`config.mk`:
```
export PLATFORM = sky130hd
export DESIGN_NAME = byte_mix_sequencer
export DESIGN_NICKNAME = d
export VERILOG_FILES = /design/src/rtl/byte_mix_sequencer_pkg.sv /design/src/rtl/byte_mix_sequencer.sv
export SDC_FILE = /design/constraint.sdc
export NUM_CORES = 1
export LEC_CHECK = 0
export ABC_AREA = 1
export CAP_MARGIN = 0
export CORE_UTILIZATION = 48
export CTS_CLUSTER_DIAMETER = 80
export CTS_CLUSTER_SIZE = 10
export DETAILED_ROUTE_END_ITERATION = 10
export GPL_TIMING_DRIVEN = 0
export PLACE_DENSITY = 0.82
export SYNTH_ARGS = -nofsm -noshare
export SYNTH_HDL_FRONTEND = slang
export SYNTH_SLANG_ARGS = --single-unit
```
`constraint.sdc`:
```
create_clock -name clk -period 2.84 [get_ports clk]
set_clock_uncertainty 0.05 [all_clocks]
set_input_delay 0.426 -clock clk [delete_from_list [all_inputs] [get_ports clk]]
set_output_delay 0.426 -clock clk [all_outputs]
set_load 0.01 [all_outputs]
```
`src/rtl/byte_mix_sequencer_pkg.sv`:
```
// Shared types and constants for the byte mix sequencer.
package byte_mix_sequencer_pkg;

  localparam int unsigned BYTE_W       = 8;
  localparam int unsigned ROUNDS_DEF   = 4;
  localparam int unsigned ROUND_W_DEF  = 3;

  typedef enum logic [1:0] {
    S_IDLE = 2'b00,
    S_RUN  = 2'b01,
    S_DONE = 2'b10
  } state_e;

endpackage

```
`src/rtl/byte_mix_sequencer.sv`:
```
// Serial-load front end that iterates an external byte mixer ROUNDS times
// and holds the final byte on result with a one-cycle done pulse.
module byte_mix_sequencer
  import byte_mix_sequencer_pkg::*;
#(
  parameter int unsigned ROUNDS  = ROUNDS_DEF,
  parameter int unsigned ROUND_W = ROUND_W_DEF
) (
  input  logic              clk,
  input  logic              rst,
  input  logic              ser_in,
  input  logic              load,
  input  logic              start,
  output logic [BYTE_W-1:0] mix_in,
  input  logic [BYTE_W-1:0] mix_res,
  output logic [BYTE_W-1:0] result,
  output logic              busy,
  output logic              done
);

  localparam logic [ROUND_W-1:0] LAST_CNT = ROUND_W'(ROUNDS - 1);

  state_e              state_q, state_d;
  logic [BYTE_W-1:0]   work_q, work_d;
  logic [BYTE_W-1:0]   result_q, result_d;
  logic [ROUND_W-1:0]  cnt_q, cnt_d;

  always_ff @(posedge clk or posedge rst) begin
    if (rst) begin
      state_q  <= S_IDLE;
      work_q   <= '0;
      result_q <= '0;
      cnt_q    <= '0;
    end else begin
      state_q  <= state_d;
      work_q   <= work_d;
      result_q <= result_d;
      cnt_q    <= cnt_d;
    end
  end

  always_comb begin
    state_d  = state_q;
    work_d   = work_q;
    result_d = result_q;
    cnt_d    = cnt_q;
    unique case (state_q)
      S_IDLE: begin
        // start wins over load so a run never begins on a half-shifted byte
        if (start) begin
          cnt_d   = '0;
          state_d = S_RUN;
        end else if (load) begin
          work_d = {work_q[BYTE_W-2:0], ser_in};
        end
      end
      S_RUN: begin
        work_d = mix_res;
        cnt_d  = cnt_q + ROUND_W'(1);
        if (cnt_q == LAST_CNT) begin
          result_d = mix_res;
          state_d  = S_DONE;
        end
      end
      S_DONE: state_d = S_IDLE;
      default: state_d = S_IDLE;
    endcase
  end

  assign mix_in = work_q;
  assign result = result_q;
  assign busy   = (state_q != S_IDLE);
  assign done   = (state_q == S_DONE);

endmodule

```
== Word-level counts from Yosys, hierarchy flattened ==
Cells that the tools add are included.
Storage, ports and cells
  bits of input ports: 13
  register bits: 21
  output and inout port bits: 18
  word-level logic and storage cells: 27
Operators by class
  reduce and logical (&&, ||, !) cells: 7
  mux-type cells: 8
  add/sub/neg operators: 1
  equality and inequality tests: 7
Operators with widths (number)
  8-bit two-way mux: 2
  8-bit case mux with 2 select lines: 1
  2-bit inequality test (second input constant): 4
  3-bit case mux with 2 select lines: 1
  2-bit AND reduction: 3
  2-bit two-way mux: 2
  2-bit case mux with 2 select lines: 1
  2-bit nonzero test: 2
  3-bit by 1-bit adder with 3-bit output (second input constant): 1
  3-bit by 2-bit == test with 1-bit output (second input constant): 1
  3-bit two-way mux: 1
  3-bit AND reduction: 1
  2-bit by 1-bit == test with 1-bit output (second input constant): 1
  2-bit == test (second input constant): 1
  2-bit logical NOT: 1

== Longest topological paths before layout ==
Gate-level depths: netlist of run 1.
  depth after elaboration: 3
  mapped depth: 7
  mapped depth without buffers: 6

== Worst setup path after synthesis of run 1 ==
No wires, ideal clock.
  path type: register to output
  start point: register state_q[0]
  end point: output port busy
  path slack: 1588 ps
  path buffers: 1
  data required time: 2364 ps
  arrival: 776 ps
  stages on the path, launching flop included: 4
  cells stage by stage: dfrtp_1 -> buf_2 -> nor2_1 -> inv_1
On the way
  word-level cells in the longest chain between the ends: 1
Ends and longest elaborated chain
  from (decl): RTL line byte_mix_sequencer.sv:23  | state_e state_q, state_d;
  from (signal assigned): RTL line byte_mix_sequencer.sv:35  | state_q <= state_d;
  2-bit nonzero test: RTL line byte_mix_sequencer.sv:72  | assign busy = (state_q != S_IDLE);
  to (decl): RTL line byte_mix_sequencer.sv:17  | output logic busy,
Every way passes these cells.

== Worst setup path in the final report of run 1 ==
Same ends and word-level chain as after synthesis.

==> results_dict.tcl, run 1 <==
set metrics [dict create \
    status "completed" \
    required_ns 2.36 \
    avgSynthCellArea_um2 8.03 \
    worst-setup-path-type "reg2out" \
    mappedNetlistArea_um2 987 \
    die_area_um2 2240 \
    rows 16 \
    cts.hold.buffers_added 0 \
    post_route_cells_drive_above_1_share_pct 10.2 \
    place.gp.congestion 0.763 \
    finalHoldViolCount 0 \
    core_um2 1940 \
    fmax_mhz 472 \
    first_pass_iters 4 \
    post-route-period-util_pct 74.6 \
    vias_per_cell 4.72 \
    cts_tree "yes" \
    powerDensity_nw_per_um2 1110 \
    end_kind "output pin" \
    critPathMaxStageDelay_ns 0.52 \
    nets 173 \
    antenna_cells 0 \
    peakVddDrop_mv 0.794 \
    die_h_um 47.4 \
    max-cap-violations 0 \
    setup_viol 0 \
    setup_tns_ns 0 \
    ys_types 15 \
    vias 869 \
    cp.arrival_ns 1.64 \
    min_path_type "reg2reg" \
    wire_per_inst_um 11.4 \
    yosysSeqAreaShare_pct 53.2 \
    slew_headroom_pct 47.4 \
    path_buf_inv 3 \
    wirelength_mm 2.10 \
    rsz0062_at_grt "false" \
    path_max_fanout 10 \
    fin_util_pct 69.5 \
    root_buffer "clkbuf_4" \
    initial_core_util_pct 50.8 \
    synth_fp_nets 138 \
    hpwl_mm 1.56 \
    cts.sinks 21 \
    clockBufferDepth 2 \
    clk_latency_ns 0.31 \
    synth_cells 123 \
    area_growth_pct 36.6 \
    ant_nets 0 \
    grt_max_degree 22 \
    die_x_um 47.4 \
    portBuffers 30 \
    path_cells "buf_2, nor2_1, inv_1, clkdlybuf4s50_1" \
    grt_first_pass_wirelength_mm 3.18 \
    path_clk_slew_ns 0.12 \
    period_minus_slack_ns 2.12 \
    crit_family "buffers and inverters" \
    grt.overflow.total 0 \
    yosysWarnings 0 \
    drcViolationCount 0 \
    yosysTopAreaCellShare_pct 53.2 \
    io_pins 31 \
    first_iter_violations 23 \
    tightest_slew_ns 0.788 \
    cellLeakagePower_uw 0.000698 \
    h-tree-depth 1 \
    antenna_found_initial 0 \
    synth_largest_area_cell "dfrtp_1" \
    drv_slew 0 \
    synthTopCellsByArea "dfrtp_1, nand2_1, nand3_1" \
    cp_slowest_cell "clkdlybuf4s50_1" \
    grt_pass1_vias 710 \
    track_usage_pct 20.3 \
    post_cts_buffers 0 \
    cts_buffers 3 \
    critPathLaunchType "flip-flop" \
    ys_ff_latch 21 \
    cts-resized-gates 0 \
]
-- placed cells by master, fill, tap and decap left out, drive strengths merged --
cell type	instances
nand2	66
inv	5
o21ai	4
clkbuf	3
ha	2
nand3	16
dfrtp	21
nor2	4
clkinv	2
clkdlybuf4s50	30
buf	4
-- final cells by class --
cell class,count,area [um2]
Clock buffer,3,22.5
Inverter,6,27.5
Sequential cell,21,526
Tap cell,27,33.8
Multi-Input combinational cell,92,412
Fill cell,171,593
Buffer,4,22.5
Clock inverter,1,5.00
Timing Repair Buffer,30,300
-- worst register-to-register path: cells and delay by family (launching register included) --
kind | cells | cell delay, ns
adder cells (fa/ha/maj) | 2 | 0.42
flip-flops | 1 | 0.42
AND/OR/NAND/NOR | 3 | 0.26
buffers and inverters | 1 | 0.10
-- per-stage QoR --
stage,setup WS [ns],hold WS (ns),instance area (um2),total power [uW],std cells
after detailed placement,1.07,0.418,1320,1350,180
after global placement,1.09,0.407,1320,1320,180
final,0.722,0.444,1350,1490,184
after CTS,0.716,0.449,1350,1500,184
after floorplan,1.59,0.353,987,995,123
after global routing,0.620,0.466,1350,1620,184
-- power by group --
group / switching, uW / leakage (uW) / internal [uW]
clock network: 99.9 / 0.0000177 / 52.6
logic: 404 / 0.000421 / 392
registers: 99.3 / 0.000259 / 443
-- final timing paths --
kind                       slack [ns]  cells past startpoint                   start                endpoint
setup / recovery                 0.72                      4  state_q[0]$_DFFE_PP0P_                    busy
hold / removal                   0.44                      2   result[7]$_DFFE_PP0P_   result[7]$_DFFE_PP0P_
setup reg to reg                 1.50                      6    cnt_q[0]$_DFFE_PP0P_   result[5]$_DFFE_PP0P_
hold reg to reg                  0.44                      2   result[7]$_DFFE_PP0P_   result[7]$_DFFE_PP0P_
max in group asynchronous        1.75                      2                     rst   mix_in[6]$_DFFE_PP0P_
min in group asynchronous        0.49                      2                     rst  state_q[1]$_DFFE_PP0P_
-- state kept, by name (all words and copies together), names as in the netlist --
| signal | count |
|---|---|
| result | 8 |
| mix_in | 8 |
| state_q | 2 |
| cnt_q | 3 |
-- cells by family after synthesis --
family	count (synthesis)	synth area share [%]
adders and majority gates	2	2.53
buffers and inverters	10	5.07
DFF	21	53.2
AOI/OAI and AO/OA	4	2.41
and+or+nand+nor	86	36.8
-- layer usage --
layer	up-vias	GRT usage, %	share of wire [%]	routed length [um]
met5	-	0	0	0
met1	393	29.5	49	1030
li1	453	-	-	-
met2	19	31.2	46	967
met3	4	3.46	3.8	79
met4	0	5.14	0.91	19
-- cells in the mapped netlist --
cell      instances
o21ai_2           1
ha_1              2
nand2_2           1
dfrtp_1          21
buf_2             3
nand3_1          16
clkinv_4          1
nand2_4           2
buf_4             1
nor2_1            3
nor2_2            1
inv_1             3
nand2_1          63
o21ai_1           3
inv_2             2
No activity file was read; power rests on OpenSTA's default activity.
==> inputs of run 2 (changes only) <==
- CORE_UTILIZATION: 48 -> 40
- PLACE_DENSITY: 0.82 -> 0.73
- clock period: 2.84 -> 1.9 ns (I/O delays scaled with it)
==> run 2 against run 1 <==
Against the previous run:
- cell area grew 1.2%
- non-clock buffer count is 2 higher
- cell count up 1.6%
- routed wire length up 1.5%
- die area rose by 19%
- power up 51%
- sequential share of layout area is 0.46 points lower
- via count is 4.3% higher
- combinational power is 55% higher
- largest power group unchanged
- highest routed layer unchanged
==> results_dict.tcl, run 2 (synthesized netlist as in run 1, its figures left out) <==
set metrics [dict create \
    setup_tns_ns 0 \
    die_h_um 51.7 \
    antenna_found_initial 0 \
    hpwl_mm 1.60 \
    cp.arrival_ns 1.36 \
    grt_first_pass_wirelength_mm 3.78 \
    final_common_cell "nand2_1" \
    period_minus_slack_ns 1.70 \
    vias_per_cell 4.84 \
    post_route_cells_drive_above_1_share_pct 11.9 \
    cts_buffers 3 \
    highest_layer "met4" \
    cellLeakagePower_uw 0.000713 \
    io_pins 31 \
    layout_common_cells "nand2_1, clkdlybuf4s50_1, dfrtp_1" \
    cts.sinks 21 \
    tightest_slew_ns 0.770 \
    wirelength_mm 2.13 \
    rr_worst_depth 6 \
    path_max_fanout 10 \
    ant_nets 0 \
    first_iter_violations 23 \
    rsz0062_at_grt "false" \
    track_usage_pct 19.5 \
    drv_slew 0 \
    required_ns 1.56 \
    peakVddDrop_mv 0.842 \
    setup_viol 0 \
    rows 17 \
    fin_util_pct 60.0 \
    powerDensity_nw_per_um2 1640 \
    area_growth_pct 38.3 \
    initial_core_util_pct 43.4 \
    clk_latency_ns 0.32 \
    wl_met1_um 989 \
    path_clk_slew_ns 0.12 \
    vias 906 \
    wl_met2_um 988 \
    grt_pass1_vias 873 \
    critPathLaunchType "flip-flop" \
    max-cap-violations 0 \
    root_buffer "clkbuf_4" \
    fmax_mhz 589 \
    die_area_um2 2670 \
    finalHoldViolCount 0 \
    post-route-period-util_pct 89.4 \
    cts_tree "yes" \
    wire_per_inst_um 11.4 \
    antenna_cells 0 \
    die_x_um 51.7 \
    grt_max_degree 22 \
    grt.overflow.total 0 \
    cts.hold.buffers_added 0 \
    wl_met3_um 128 \
    slew_headroom_pct 48.6 \
    place.gp.congestion 0.772 \
    num-fill-cells 218 \
    worst-setup-path-type "reg2out" \
    core_um2 2280 \
    status "completed" \
    end_kind "output pin" \
    rrSetupSlack_ns 0.53 \
    h-tree-depth 1 \
    clockBufferDepth 2 \
    min_path_type "in2async" \
    first_pass_iters 5 \
    portBuffers 30 \
    nets 175 \
    drcViolationCount 0 \
]
[run 2: changes by cell type in the layout (fill, tap and decap cells not counted), sizes merged]
cell / before / now
buf: 4 / 6
clkdlybuf4s50: 30 / 28
dlygate4sd2: 0 / 2
[run 2: final cells by class]
type	instances	area [um2]	share of cell area, %
clock buffers	3	22.5	1.65
inverters	6	27.5	2.02
clock inverters	1	5.00	0.367
repair buffers	32	313	22.9
multi-input cells	92	414	30.3
plain buffers	4	22.5	1.65
flip-flops and latches	21	526	38.5
well taps	28	35.0	2.57
[run 2: worst max-delay path, cell delays in order, from the launching register on]
cell	delay [ns]
dfrtp_1	0.40
buf_2	0.18
nor2_2	0.15
inv_1	0.05
dlygate4sd2_1	0.27
[run 2: what timing repair did]
item / CTS / global route
endpoints found under the hold margin: 0 / 0
resized for setup: 3 / 0
setup buffers: 2 / 0
endpoints found under the setup margin: 2 / 0
[run 2: worst paths after layout]
path / from / to
max: state_q[0]$_DFFE_PP0P_ / busy
min in group clk: cnt_q[0]$_DFFE_PP0P_ / cnt_q[0]$_DFFE_PP0P_
min reg2reg: cnt_q[0]$_DFFE_PP0P_ / cnt_q[0]$_DFFE_PP0P_
max in group asynchronous: rst / result[2]$_DFFE_PP0P_
max reg2reg: cnt_q[0]$_DFFE_PP0P_ / result[5]$_DFFE_PP0P_
min: rst / mix_in[5]$_DFFE_PP0P_
[run 2: routing by layer]
layer / GRT usage [%] / vias up
met5: 0 / -
met4: 4.50 / 0
met3: 6.14 / 3
met2: 32.0 / 31
met1: 24.9 / 412
li1: - / 460
[run 2: per-stage QoR]
stage | setup WS [ns] | total power (uW) | instances | cell area [um2] | hold slack [ns]
final | 0.202 | 2240 | 187 | 1370 | 0.342
after global routing | 0.121 | 2450 | 187 | 1370 | 0.401
after CTS | 0.190 | 2270 | 187 | 1370 | 0.377
after detailed placement | 0.267 | 2020 | 181 | 1320 | 0.416
after global placement | 0.297 | 1980 | 181 | 1320 | 0.408
after floorplan | 0.666 | 1490 | 123 | 987 | 0.212
[run 2: power by group]
part / total [uW] / leakage, uW / internal [uW] / switching, uW
logic: 1230 / 0.000436 / 598 / 631
clock network: 220 / 0.0000177 / 78.9 / 141
registers: 795 / 0.000259 / 663 / 132
total: 2240 / 0.000713 / 1340 / 903
